$ cat config.mk
export PLATFORM = sky130hd
export DESIGN_NAME = pnode_egress_arbiter
export DESIGN_NICKNAME = d
export VERILOG_FILES = /design/src/rtl/pnode_pkg.sv /design/src/rtl/rr_pick.sv /design/src/rtl/pnode_egress_arbiter.sv
export SDC_FILE = /design/constraint.sdc
export NUM_CORES = 1
export LEC_CHECK = 0
export BUFFER_PORTS_ARGS = -buffer_cell sky130_fd_sc_hd__buf_2
export CAP_MARGIN = 15
export CORE_AREA = 2 2 508 510
export DETAILED_ROUTE_END_ITERATION = 8
export DIE_AREA = 0 0 510 512
export GPL_TIMING_DRIVEN = 0
export HOLD_SLACK_MARGIN = 0.08
export PLACE_DENSITY = 0.3
export SLEW_MARGIN = 20
export SYNTH_ARGS = -nofsm -noshare
export SYNTH_HDL_FRONTEND = slang
export SYNTH_SLANG_ARGS = --single-unit
$ cat constraint.sdc
create_clock -name clock -period 5 [get_ports clock]
set_clock_uncertainty 0.2 [all_clocks]
set_input_delay 0.5 -clock clock [delete_from_list [all_inputs] [get_ports clock]]
set_output_delay 0.5 -clock clock [all_outputs]
set_load 0.02 [all_outputs]
$ cat src/rtl/pnode_pkg.sv
// Shared definitions for the processing-node egress path.
//   pnode_word_t : one node word {channel, sop, eop, data}
//   arb_state_t  : egress arbiter lock state
//   rr_next()    : round-robin successor with explicit wrap (works for any count)
package pnode_pkg;

  localparam int PNODE_CH_W = 12;
  localparam int PNODE_D_W  = 128;
  localparam int PNODE_W    = PNODE_CH_W + 2 + PNODE_D_W;

  typedef struct packed {
    logic [PNODE_CH_W-1:0] channel;
    logic                  sop;
    logic                  eop;
    logic [PNODE_D_W-1:0]  data;
  } pnode_word_t;

  typedef enum logic {
    IDLE   = 1'b0,
    LOCKED = 1'b1
  } arb_state_t;

  // Compare against n-1 rather than truncating, so non-power-of-2 counts wrap correctly.
  function automatic int rr_next(input int idx, input int n);
    return (idx >= n - 1) ? 0 : idx + 1;
  endfunction

endpackage

$ cat src/rtl/rr_pick.sv
// Rotating-priority encoder: returns the first requester at or after ptr,
// wrapping at N. Purely combinational.
// Ports:
//   req     in  [N-1:0]   request vector
//   ptr     in  [PW-1:0]  highest-priority index (must be < N)
//   gnt_idx out [PW-1:0]  index of the selected requester (0 if none)
//   gnt_any out 1         at least one request present
module rr_pick #(
  parameter int N  = 8,
  parameter int PW = $clog2(N)
) (
  input  logic [N-1:0]  req,
  input  logic [PW-1:0] ptr,
  output logic [PW-1:0] gnt_idx,
  output logic          gnt_any
);

  int cand;

  always_comb begin
    gnt_any = 1'b0;
    gnt_idx = '0;
    cand    = 0;
    for (int k = 0; k < N; k++) begin
      cand = int'(ptr) + k;
      if (cand >= N) cand = cand - N;
      if (!gnt_any && req[cand]) begin
        gnt_any = 1'b1;
        gnt_idx = PW'(cand);
      end
    end
  end

endmodule

$ cat src/rtl/pnode_egress_arbiter.sv
// Packet-atomic round-robin merge of ncount processing-node streams onto one
// Avalon-ST egress stream with a single output register stage.
//
// State table:
//   IDLE   | no packet owns the output; grant rotates from rr_ptr
//   LOCKED | input lock_idx owns the output until its eop word is accepted
//
// Ports:
//   clock        in   single clock, posedge
//   sclr         in   asynchronous active-high reset
//   pnode_data   in   per-node word {channel, sop, eop, data}
//   pnode_valid  in   per-node word present
//   pnode_ready  out  per-node accept (combinational, one-hot or zero)
//   st_data      out  egress payload
//   st_channel   out  egress channel
//   st_sop/eop   out  egress framing
//   st_valid     out  egress word valid
//   st_ready     in   egress sink ready (ready latency 0)
//   busy         out  high while a packet is locked
//
// Optional build macro EGRESS_ARB_STATS_EN adds per-input 32-bit packet
// counters and the ports:
//   stat_sel     in   counter index
//   stat_count   out  registered read of counter[stat_sel]
module pnode_egress_arbiter
  import pnode_pkg::*;
#(
  parameter int ncount = 8,
  parameter int CH_W   = PNODE_CH_W,
  parameter int D_W    = PNODE_D_W
) (
  input  logic                              clock,
  input  logic                              sclr,
  input  logic [ncount-1:0][CH_W+D_W+1:0]   pnode_data,
  input  logic [ncount-1:0]                 pnode_valid,
  output logic [ncount-1:0]                 pnode_ready,
  output logic [D_W-1:0]                    st_data,
  output logic [CH_W-1:0]                   st_channel,
  output logic                              st_sop,
  output logic                              st_eop,
  output logic                              st_valid,
  input  logic                              st_ready,
  output logic                              busy
`ifdef EGRESS_ARB_STATS_EN
  ,
  input  logic [$clog2(ncount)-1:0]         stat_sel,
  output logic [31:0]                       stat_count
`endif
);

  localparam int W  = CH_W + D_W + 2;
  localparam int PW = $clog2(ncount);

  arb_state_t     state, state_nxt;
  logic [PW-1:0]  rr_ptr, rr_ptr_nxt;
  logic [PW-1:0]  lock_idx, lock_idx_nxt;
  logic [PW-1:0]  pick_idx;
  logic           pick_any;
  logic [PW-1:0]  grant_idx;
  logic           grant_vld;
  logic           grant_eop;
  logic [W-1:0]   grant_word;
  logic           out_free;
  logic           accept;

  rr_pick #(.N(ncount)) u_pick (
    .req     (pnode_valid),
    .ptr     (rr_ptr),
    .gnt_idx (pick_idx),
    .gnt_any (pick_any)
  );

  always_comb begin
    grant_idx  = (state == LOCKED) ? lock_idx : pick_idx;
    grant_vld  = (state == LOCKED) ? pnode_valid[lock_idx] : pick_any;
    grant_word = pnode_data[grant_idx];
    grant_eop  = grant_word[D_W];
    out_free   = !st_valid || st_ready;
    // Ready is held low during reset so nothing is consumed while sclr is high.
    accept     = grant_vld && out_free && !sclr;
  end

  // Ready follows the grant even when the locked input is momentarily idle.
  always_comb begin
    pnode_ready = '0;
    for (int i = 0; i < ncount; i++) begin
      pnode_ready[i] = out_free && !sclr && (grant_idx == PW'(i)) &&
                       ((state == LOCKED) || pick_any);
    end
  end

  always_comb begin
    state_nxt    = state;
    rr_ptr_nxt   = rr_ptr;
    lock_idx_nxt = lock_idx;
    if (accept) begin
      case (state)
        IDLE: begin
          if (grant_eop) begin
            rr_ptr_nxt = PW'(rr_next(int'(grant_idx), ncount));
          end else begin
            lock_idx_nxt = grant_idx;
            state_nxt    = LOCKED;
          end
        end
        LOCKED: begin
          if (grant_eop) begin
            state_nxt  = IDLE;
            rr_ptr_nxt = PW'(rr_next(int'(lock_idx), ncount));
          end
        end
        default: state_nxt = IDLE;
      endcase
    end
  end

  always_ff @(posedge clock or posedge sclr) begin
    if (sclr) begin
      state    <= IDLE;
      rr_ptr   <= '0;
      lock_idx <= '0;
    end else begin
      state    <= state_nxt;
      rr_ptr   <= rr_ptr_nxt;
      lock_idx <= lock_idx_nxt;
    end
  end

  assign busy = (state == LOCKED);

  // Egress register: a load wins over a drain, so back-to-back words keep st_valid high.
  always_ff @(posedge clock or posedge sclr) begin
    if (sclr) begin
      st_valid   <= 1'b0;
      st_data    <= '0;
      st_channel <= '0;
      st_sop     <= 1'b0;
      st_eop     <= 1'b0;
    end else if (accept) begin
      st_valid   <= 1'b1;
      st_channel <= grant_word[W-1 -: CH_W];
      st_sop     <= grant_word[D_W+1];
      st_eop     <= grant_word[D_W];
      st_data    <= grant_word[D_W-1:0];
    end else if (st_ready) begin
      st_valid   <= 1'b0;
    end
  end

`ifdef EGRESS_ARB_STATS_EN
  logic [31:0] stat_cnt [ncount];

  always_ff @(posedge clock or posedge sclr) begin
    if (sclr) begin
      for (int i = 0; i < ncount; i++) stat_cnt[i] <= '0;
      stat_count <= '0;
    end else begin
      if (accept && grant_eop) begin
        stat_cnt[grant_idx] <= stat_cnt[grant_idx] + 32'd1;
      end
      stat_count <= (int'(stat_sel) < ncount) ? stat_cnt[stat_sel] : '0;
    end
  end
`endif

endmodule
==> impl_metrics.env, run 1 <==
export IMPL_ys_seq_area_share_pct=26.31
export IMPL_avgViaCountPerCell=3.245
export IMPL_rr_worst_depth=18
export IMPL_initial_utilization_pct=5.579
export IMPL_clock_latency_ps=570
export IMPL_timing_critical_path_to_type="register"
export IMPL_max_cap_violations=0
export IMPL_worst_slew_pin_slew_ps=734.2
export IMPL_global_route_usage_met2_pct=25.79
export IMPL_hp_start="pnode_data[143]"
export IMPL_grt_ovfl_total=0
export IMPL_first_pass_iters=7
export IMPL_setup_viol=22
export IMPL_synthToLayoutAreaGrowth_pct=106.8
export IMPL_antenna_found_initial=313
export IMPL_synth_edf_count=0
export IMPL_startpoint="rr_ptr[0]"
export IMPL_ys_warnings_count=0
export IMPL_netlist_area_mm2=0.01427
export IMPL_numPortBuffers=1298
export IMPL_cts_sinks=150
export IMPL_grt_pass1_wl_um=251700
export IMPL_grt_busiest_layer="met2"
export IMPL_cts_clk_slew_worst_paths_ps=90
export IMPL_leakagePower_nw=12.20
export IMPL_yosysTopAreaCellShare_pct=46.88
export IMPL_final_seq_area_mm2=0.003754
export IMPL_ys_ff_latch=150
export IMPL_dpl_cell_area_mm2=0.02523
export IMPL_powerDensity_mw_per_mm2=838.2
export IMPL_worst_r2r_endpoint="st_data[55]"
export IMPL_dp_hpwl_um=190100
export IMPL_finalCriticalPeriod_ps=5198
export IMPL_synth_area_leader_cell="mux4_2"
export IMPL_outcome="finished with violations"
export IMPL_multiInputGateArea_mm2=0.01043
export IMPL_endpoint="st_data[55]"
export IMPL_drt_wirelength_per_cell_um=35.38
export IMPL_cts_made_buffers=25
export IMPL_fp_dieH_um=512
export IMPL_synth_flop_cell="dfrtp_1"
export IMPL_violations="negative setup slack"
export IMPL_place_ws_ps=-2804
export IMPL_drive_gt1_share_pct=78.72
export IMPL_antenna_left=0
export IMPL_first_iter_violations=1324
export IMPL_r2r_start="rr_ptr[0]"
export IMPL_fin_ws_ps=-197.8
export IMPL_irDropWorstVdd_mv=0.3866
export IMPL_fp_row_count=186
export IMPL_nFillCells=29590
export IMPL_die_area_mm2=0.2611
export IMPL_critPathLaunchType="register"
export IMPL_async_reset_ff_share_pct=100.0
export IMPL_routabilityCongestion=0.9224
export IMPL_num_vias=19740
export IMPL_syn_area_per_cell_um2=12.55
export IMPL_final_area_mm2=0.02951
export IMPL_path_max_fanout=7
export IMPL_clockBufferDepth=3
export IMPL_period_share_pct=104.0
export IMPL_yosysUniqueCellTypes=51
export IMPL_cts_tree="yes"
export IMPL_h_tree_depth=4
export IMPL_grtUsageMet3_pct=8.299
export IMPL_hp_class="in -> reg"
export IMPL_slew_headroom_pct=51.06
export IMPL_fp_dieW_um=510
export IMPL_fin_nets=3723
export IMPL_rrSetupSlack_ps=-200
export IMPL_cp_data_required_time_ps=5230
export IMPL_fmax_mhz=192.4
export IMPL_rsz0062_at_grt="yes"
export IMPL_use_met1_pct=16.40
export IMPL_arrival_ps=5420
export IMPL_syn_inst=1137
export IMPL_track_usage_pct=15.61
export IMPL_grt_pass1_vias=19640
export IMPL_routed_wl_um=215200
export IMPL_core_area_mm2=0.2558
export IMPL_synth_nets=2294
export IMPL_path_class="reg -> reg"
export IMPL_grt_max_degree=71
export IMPL_io_pins=1299
export IMPL_finalMaxSlewViolations=0
export IMPL_cts_root_buf="clkbuf_16"
export IMPL_synthTopCellsByArea="mux4_2, dfrtp_1, a22oi_1"
export IMPL_drc_errors=0
export IMPL_finalHoldViolations=0
## flip-flops by register name, summed over array words and instances (netlist names)
name,count
st_valid,1
lock_idx,3
st_channel,12
busy,1
rr_ptr,3
st_sop,1
st_data,128
st_eop,1
## worst max-delay path: stages (launching register included)
cell and delay [ps]:
dfrtp_1 390, buf_6 120, clkinvlp_4 90, ha_4 290
buf_6 120, mux4_2 510, mux4_2 570, or4_4 470
o221ai_2 170, a22o_2 180, and2_4 180, inv_8 50
buf_12 130, buf_12 140, buf_12 150, buf_16 160
mux4_2 450, a22oi_2 490, o21ai_1 150
## area by class of cell
class | instances | share of cell area [%]
clock buffer | 28 | 2.260
buffer | 111 | 4.520
sequential | 150 | 12.72
multi-input combinational | 716 | 35.33
clock inverter | 4 | 0.2375
tap | 3384 | 14.35
antenna | 128 | 1.086
timing repair buffer | 1408 | 27.43
inverter | 154 | 2.065
## cells in the final DEF (no fill, tap or decap), types with 9 or more instances in the layout
cell,count
buf_2,1300
mux4_2,297
dfrtp_1,150
inv_1,149
o21ai_1,143
a22oi_2,136
diode_2,128
buf_6,45
clkbuf_16,40
buf_4,39
buf_12,34
buf_16,20
clkbuf_2,18
clkbuf_4,16
clkbuf_1,14
nor2_1,13
mux2i_1,11
clkbuf_8,10
mux2_2,9
buf_8,9
## cell usage after synthesis (all sizes together), types with 4 or more instances
library cell and instances:
mux2 12, clkbuf 74, a31oi 5, inv 154, o21ai 148, mux2i 12
and2 9, nand2 10, dfrtp 150, a21oi 9, nor2 21, buf 43
nand3 4, mux4 297, a22oi 143, ha 10, nand2b 4
## stage by stage
step           utilization [%]  hold slack, ps  total power, mW  std cells   TNS, ps
2_1_floorplan                -           337.1            11.07       1137         0
3_3_place_gp             9.776           296.9            18.38       5819  -1143980
3_5_place_dp             9.866           299.8            18.50       5828   -282590
4_1_cts                  10.69           103.0            22.32       5895     -1655
5_1_grt                  11.48           132.0            26.10       6021    -14880
6_report                 11.54           159.9            24.73       6083     -1563
## worst min path at each step
stage | end | slack (ps) | cells past startpoint
floorplan | lock_idx[2] | 340 | 2
global placement | st_valid | 300 | 1
detailed placement | st_valid | 300 | 2
CTS | st_channel[2] | 100 | 4
global route | st_data[15] | 130 | 4
finish | st_data[1] | 160 | 4
## kinds of logic after synthesis
kind of cell	share of synthesized area, %
flip-flops	26.31
AO/OA/AOI/OAI	14.41
AND/OR/NAND/NOR	2.026
XOR/XNOR	0.1842
multiplexers	48.69
adder cells (fa/ha/maj)	0.8769
buffers and inverters	7.506
## routing by layer
metal  share of wire [%]  routed length [um]
met5                0.55                1184
met4                 5.4               11560
met3                  13               27430
met2                  46               99750
met1                  35               75280
## power by group
group | internal [mW] | switching, mW | leakage [nW]
clock network | 1.04 | 0.839 | 0.367
logic | 9.34 | 11.3 | 9.99
registers | 1.85 | 0.370 | 1.84
## timing repair
item / 4_1_cts / 5_1_grt
endpoints found under the setup margin: 158 / 150
hold buffers: 2 / 0
gates resized for setup: 278 / 255
endpoints found under the hold margin: 98 / 0
setup buffers: 36 / 48
pin swaps: 26 / 115
gates cloned: 2 / 13
Power figures use the tool's default switching activity.
==> run 2, diff against run 1 <==
Clock period 5 ns to 4.7 ns, I/O delays scaled along.
==> impl_metrics.env, run 2 (synthesis results as in run 1) <==
export IMPL_outcome="finished with violations"
export IMPL_violations="negative setup slack"
export IMPL_antenna_left=0
export IMPL_cp_slowest_cell="mux4_2"
export IMPL_avgViaCountPerCell=3.191
export IMPL_layout_commonest_cell="buf_2"
export IMPL_finalHoldViolations=0
export IMPL_fin_ws_ps=-368.3
export IMPL_finalCriticalPeriod_ps=5068
export IMPL_fmax_mhz=197.3
export IMPL_first_pass_iters=5
export IMPL_drive_gt1_share_pct=78.76
export IMPL_top_register="st_data"
export IMPL_path_cells="buf_12 -> clkinvlp_4 -> ha_4 -> mux4_2 -> mux4_2 -> or4_4 -> o221ai_2 -> a22o_2 -> and2_4 -> inv_8 -> buf_12 -> buf_16 -> ha_4 -> nand2_8 -> nor2_4 -> buf_6"
export IMPL_path_max_fanout=6
export IMPL_grt_ovfl_total=0
export IMPL_die_area_mm2=0.2611
export IMPL_io_pins=1299
export IMPL_clockBufferDepth=2
export IMPL_num_vias=19540
export IMPL_cts_clk_slew_worst_paths_ps=90
export IMPL_slew_headroom_pct=37.48
export IMPL_worst_r2r_endpoint="st_data[89]"
export IMPL_cp_data_required_time_ps=4030
export IMPL_slowest_delay_ps=590
export IMPL_rr_worst_depth=18
export IMPL_finalMaxSlewViolations=0
export IMPL_powerDensity_mw_per_mm2=889.5
export IMPL_initial_utilization_pct=5.579
export IMPL_fp_dieH_um=512
export IMPL_cts_tree="yes"
export IMPL_nFillCells=29500
export IMPL_grt_max_degree=27
export IMPL_setup_viol=157
export IMPL_arrival_ps=4400
export IMPL_largest_reg_flops=128
export IMPL_whs_path_depth=4
export IMPL_fp_dieW_um=510
export IMPL_critPathLaunchType="register"
export IMPL_numPortBuffers=1298
export IMPL_track_usage_pct=16.00
export IMPL_hold_ws_ps=151.3
export IMPL_cts_root_buf="clkbuf_16"
export IMPL_reg_top3="st_data: 128 flops, st_channel: 12 flops"
export IMPL_hold_end="st_data[101]"
export IMPL_leakagePower_nw=12.45
export IMPL_h_tree_depth=4
export IMPL_fin_nets=3763
export IMPL_period_share_pct=107.8
export IMPL_max_cap_violations=0
export IMPL_rrSetupSlack_ps=-370
export IMPL_hp_start="pnode_data[385]"
export IMPL_drt_wirelength_per_cell_um=35.53
export IMPL_routabilityCongestion=0.9296
export IMPL_cts_made_buffers=17
export IMPL_drc_errors=0
export IMPL_irDropWorstVdd_mv=0.4088
export IMPL_r2r_start="rr_ptr[0]"
export IMPL_dp_hpwl_um=192600
export IMPL_fin_setup_tns_ps=-33700
export IMPL_routed_wl_um=217600
export IMPL_worst_slew_pin_slew_ps=937.8
export IMPL_path_class="reg -> out"
export IMPL_mostFrequentLayoutCells="buf_2, mux4_2, inv_1, dfrtp_1, o21ai_1"
export IMPL_rsz0062_at_grt="yes"
export IMPL_antenna_found_initial=334
export IMPL_place_ws_ps=-2764
export IMPL_timing_critical_path_to_type="output pin"
export IMPL_clock_latency_ps=550
export IMPL_grt_pass1_vias=20120
export IMPL_fp_row_count=186
export IMPL_core_area_mm2=0.2558
export IMPL_hp_class="in -> reg"
export IMPL_first_iter_violations=1242
export IMPL_cts_sinks=150
export IMPL_synthToLayoutAreaGrowth_pct=110.2
export IMPL_grt_pass1_wl_um=257700
## run 2: cell count changes in the layout (fill, tap and decap cells not counted), moves of 4 or more
cell,delta
buf_12,+23
buf_4,+13
clkbuf_16,-13
dlygate4sd3_1,+7
buf_2,-6
buf_6,+6
diode_2,-6
inv_6,+6
clkinvlp_4,+4
## run 2: report_power, final
part | total [mW] | switching, mW | internal [mW]
clock | 1.67 | 0.925 | 0.745
combinational | 22.6 | 12.1 | 10.5
sequential | 2.37 | 0.404 | 1.97
total | 26.7 | 13.4 | 13.3
## run 2: routing by layer
| metal | part of all wire, % | vias to the layer above | track usage [%] |
|---|---|---|---|
| met4 | 4.2 | 178 | 5.565 |
| met2 | 46 | 1404 | 26.52 |
| met1 | 36 | 9642 | 16.81 |
| met5 | 0.53 | - | 0 |
| met3 | 13 | 555 | 9.150 |
| li1 | - | 7765 | - |
## run 2: per-stage QoR
| stage | power (mW) | utilization, % | area, um2 | instances |
|---|---|---|---|---|
| 3_3_place_gp | 19.54 | 9.786 | 25030 | 5819 |
| 3_5_place_dp | 19.62 | 9.887 | 25290 | 5830 |
| 4_1_cts | 26.34 | 11.35 | 29030 | 5966 |
| 5_1_grt | 28.25 | 11.66 | 29830 | 6062 |
| 6_report | 26.67 | 11.72 | 29990 | 6124 |
| 2_1_floorplan | 11.81 | - | 14300 | 1137 |
## run 2: repair_timing
action                                  4_1_cts  5_1_grt
hold buffers                                  9        0
endpoints found under the setup margin      158      157
setup buffers                                91       45
pin swaps                                    68       82
endpoints found under the hold margin        42        0
gates cloned                                  7        6
gates resized for setup                     502      109
## run 2: cell type report
type                            instances  area (um2)  share of cell area [%]
Antenna cell                          122       305.3                   1.018
Multi-Input combinational cell        716       10390                   34.64
Inverter                              154       611.8                   2.040
Tap cell                             3384        4234                   14.12
Clock buffer                           17       425.4                   1.419
Clock inverter                         14       141.4                  0.4715
Sequential cell                       150        3755                   12.52
Timing Repair Buffer                 1458        8766                   29.23
Buffer                                109        1361                   4.540
## run 2: critical path, delay by kind of cell, from the launching register on
family / cells / cell delay [ps]
compound gates: 2 / 360
flops: 1 / 410
fa+ha+maj: 2 / 500
buf+inv: 6 / 650
mux: 2 / 1100
simple gates: 4 / 790
## run 2: worst max-delay path by stage
stage              start  slack, ps  cells past startpoint              to
3_3_place_gp   rr_ptr[0]      -3920                     15     st_data[61]
4_1_cts        rr_ptr[0]       -530                     17  pnode_ready[4]
2_1_floorplan  rr_ptr[0]          3                     15     lock_idx[0]
6_report       rr_ptr[0]       -370                     16  pnode_ready[4]
3_5_place_dp   rr_ptr[0]      -2760                     18     st_data[61]
5_1_grt        rr_ptr[0]       -570                     15  pnode_ready[3]
==> run 3, diff against run 2 <==
Settings changed: CORE_AREA 2 2 508 510 to 4 4 510 512, DIE_AREA 0 0 510 512 to 0 0 514 516.
==> impl_metrics.env, run 3 (synthesis results as in run 1) <==
export IMPL_cp_slowest_cell="mux4_2"
export IMPL_dr_wl_met2_um=102000
export IMPL_routed_wl_um=213700
export IMPL_dp_hpwl_um=192200
export IMPL_reg_top3="st_data: 128 flops, st_channel: 12 flops"
export IMPL_die_area_mm2=0.2652
export IMPL_period_share_pct=110.3
export IMPL_fin_ws_ps=-486.1
export IMPL_grt_pass1_vias=19470
export IMPL_drt_met1_wl_um=77490
export IMPL_slowest_delay_ps=590
export IMPL_dr_wl_met3_um=26010
export IMPL_grt_max_degree=29
export IMPL_drt_wirelength_per_cell_um=35.53
export IMPL_violations="negative setup slack"
export IMPL_h_tree_depth=4
export IMPL_io_pins=1299
export IMPL_cts_clk_slew_worst_paths_ps=110
export IMPL_cp_top_family="multiplexers"
export IMPL_top_layer_used="met5"
export IMPL_rr_worst_depth=18
export IMPL_fp_dieW_um=514
export IMPL_path_max_fanout=8
export IMPL_leakagePower_nw=12.00
export IMPL_initial_utilization_pct=5.579
export IMPL_rrSetupSlack_ps=-490
export IMPL_grt_ovfl_total=0
export IMPL_largest_reg_flops=128
export IMPL_outcome="finished with violations"
export IMPL_r2r_start="rr_ptr[0]"
export IMPL_antenna_found_initial=337
export IMPL_clock_latency_ps=530
export IMPL_path_cells="buf_6 -> clkinvlp_4 -> ha_4 -> mux4_2 -> mux4_2 -> or4_4 -> o221ai_2 -> a22o_2 -> and2_4 -> inv_8 -> buf_16 -> buf_12 -> buf_16 -> buf_12 -> buf_12 -> mux4_2 -> a22oi_2 -> o21ai_1"
export IMPL_hold_end="st_data[54]"
export IMPL_critPathLaunchType="register"
export IMPL_top_register="st_data"
export IMPL_setup_viol=157
export IMPL_whs_path_depth=4
export IMPL_worst_r2r_endpoint="st_data[92]"
export IMPL_layout_commonest_cell="buf_2"
export IMPL_numPortBuffers=1298
export IMPL_finalHoldViolations=0
export IMPL_clkPwrFrac_pct=6.7
export IMPL_grt_pass1_wl_um=253300
export IMPL_power_frac_comb_pct=83.9
export IMPL_drc_errors=0
export IMPL_drive_gt1_share_pct=78.19
export IMPL_avgViaCountPerCell=3.226
export IMPL_cts_tree="yes"
export IMPL_first_iter_violations=1310
export IMPL_timing_critical_path_to_type="register"
export IMPL_fin_nets=3707
export IMPL_num_vias=19410
export IMPL_cp_data_required_time_ps=4880
export IMPL_arrival_ps=5370
export IMPL_hold_ws_ps=174.7
export IMPL_path_class="reg -> reg"
export IMPL_mostFrequentLayoutCells="buf_2, mux4_2, dfrtp_1"
export IMPL_place_ws_ps=-2177
export IMPL_core_area_mm2=0.2558
export IMPL_rsz0062_at_grt="yes"
export IMPL_finalMaxSlewViolations=0
export IMPL_antenna_left=0
export IMPL_cts_made_buffers=17
export IMPL_worst_slew_pin_slew_ps=899.4
export IMPL_hp_start="pnode_data[54]"
export IMPL_cts_root_buf="clkbuf_16"
export IMPL_fp_dieH_um=516
export IMPL_clockBufferDepth=2
export IMPL_max_cap_violations=0
export IMPL_synthToLayoutAreaGrowth_pct=102.5
export IMPL_powerDensity_mw_per_mm2=867.0
export IMPL_track_usage_pct=15.37
export IMPL_cts_sinks=150
export IMPL_nFillCells=29630
export IMPL_seq_power_share_pct=9.4
export IMPL_slew_headroom_pct=40.04
export IMPL_first_pass_iters=5
export IMPL_p_int_mw=12.12
export IMPL_p_sw_share_pct=51.62
export IMPL_critPathBufInv=8
export IMPL_switchingPower_mw=12.93
export IMPL_finalCriticalPeriod_ps=5186
export IMPL_routabilityCongestion=0.9464
export IMPL_fin_setup_tns_ps=-49810
export IMPL_hp_class="in -> reg"
export IMPL_fmax_mhz=192.8
export IMPL_irDropWorstVdd_mv=0.3678
export IMPL_fp_row_count=186
-- run 3: power by group through the flow --
stage / clock network, mW / logic (mW) / registers, mW
CTS: 1.81 / 19.3 / 2.36
floorplan: 0 / 8.76 / 3.05
global placement: 0 / 17.2 / 2.38
finish: 1.68 / 21.0 / 2.36
detailed placement: 0 / 17.3 / 2.39
global route: 1.83 / 22.2 / 2.43
-- run 3: final cells by class --
cell class / count / area (um2) / share of cell area (%)
multi-input combinational: 716 / 10350 / 35.82
timing repair buffer: 1398 / 7936 / 27.47
tap: 3384 / 4234 / 14.66
sequential: 150 / 3754 / 12.99
buffer: 113 / 1270 / 4.396
inverter: 154 / 600.6 / 2.079
clock buffer: 18 / 439.2 / 1.520
antenna: 69 / 172.7 / 0.5976
clock inverter: 14 / 135.1 / 0.4677
-- run 3: repair_timing --
| item | 4_1_cts | 5_1_grt |
|---|---|---|
| hold buffers | 2 | 0 |
| endpoints found under the hold margin | 58 | 0 |
| setup buffers | 36 | 44 |
| gates cloned | 3 | 6 |
| pin swaps | 17 | 65 |
| resized for setup | 282 | 216 |
| endpoints found under the setup margin | 158 | 157 |
-- run 3: through the flow --
step / utilization [%] / instance area, um2 / power, mW / std cells
2_1_floorplan: - / 14300 / 11.81 / 1137
3_3_place_gp: 9.786 / 25030 / 19.59 / 5819
3_5_place_dp: 9.875 / 25260 / 19.66 / 5829
4_1_cts: 10.66 / 27270 / 23.48 / 5900
5_1_grt: 11.26 / 28790 / 26.48 / 5976
6_report: 11.30 / 28890 / 25.05 / 6016
-- run 3: metal layers --
layer	track usage, %	vias up
li1	-	7554
met1	16.59	9515
met2	26.10	1509
met3	8.270	614
met4	4.073	216
met5	0.3785	-
-- run 3: tightest hold or removal path, delay by kind of cell --
kind | cells | cell delay (ps)
compound gates | 2 | 120
buf+inv | 1 | 80
mux | 1 | 230
-- run 3: worst max path at each step --
stage	from	endpoint	depth (start not counted)	slack (ps)
2_1_floorplan	rr_ptr[0]	lock_idx[0]	15	3
3_3_place_gp	rr_ptr[0]	st_data[50]	15	-3740
3_5_place_dp	rr_ptr[0]	st_channel[4]	19	-2180
4_1_cts	rr_ptr[0]	pnode_ready[6]	17	-530
5_1_grt	rr_ptr[0]	pnode_ready[2]	16	-650
6_report	rr_ptr[0]	st_data[92]	18	-490
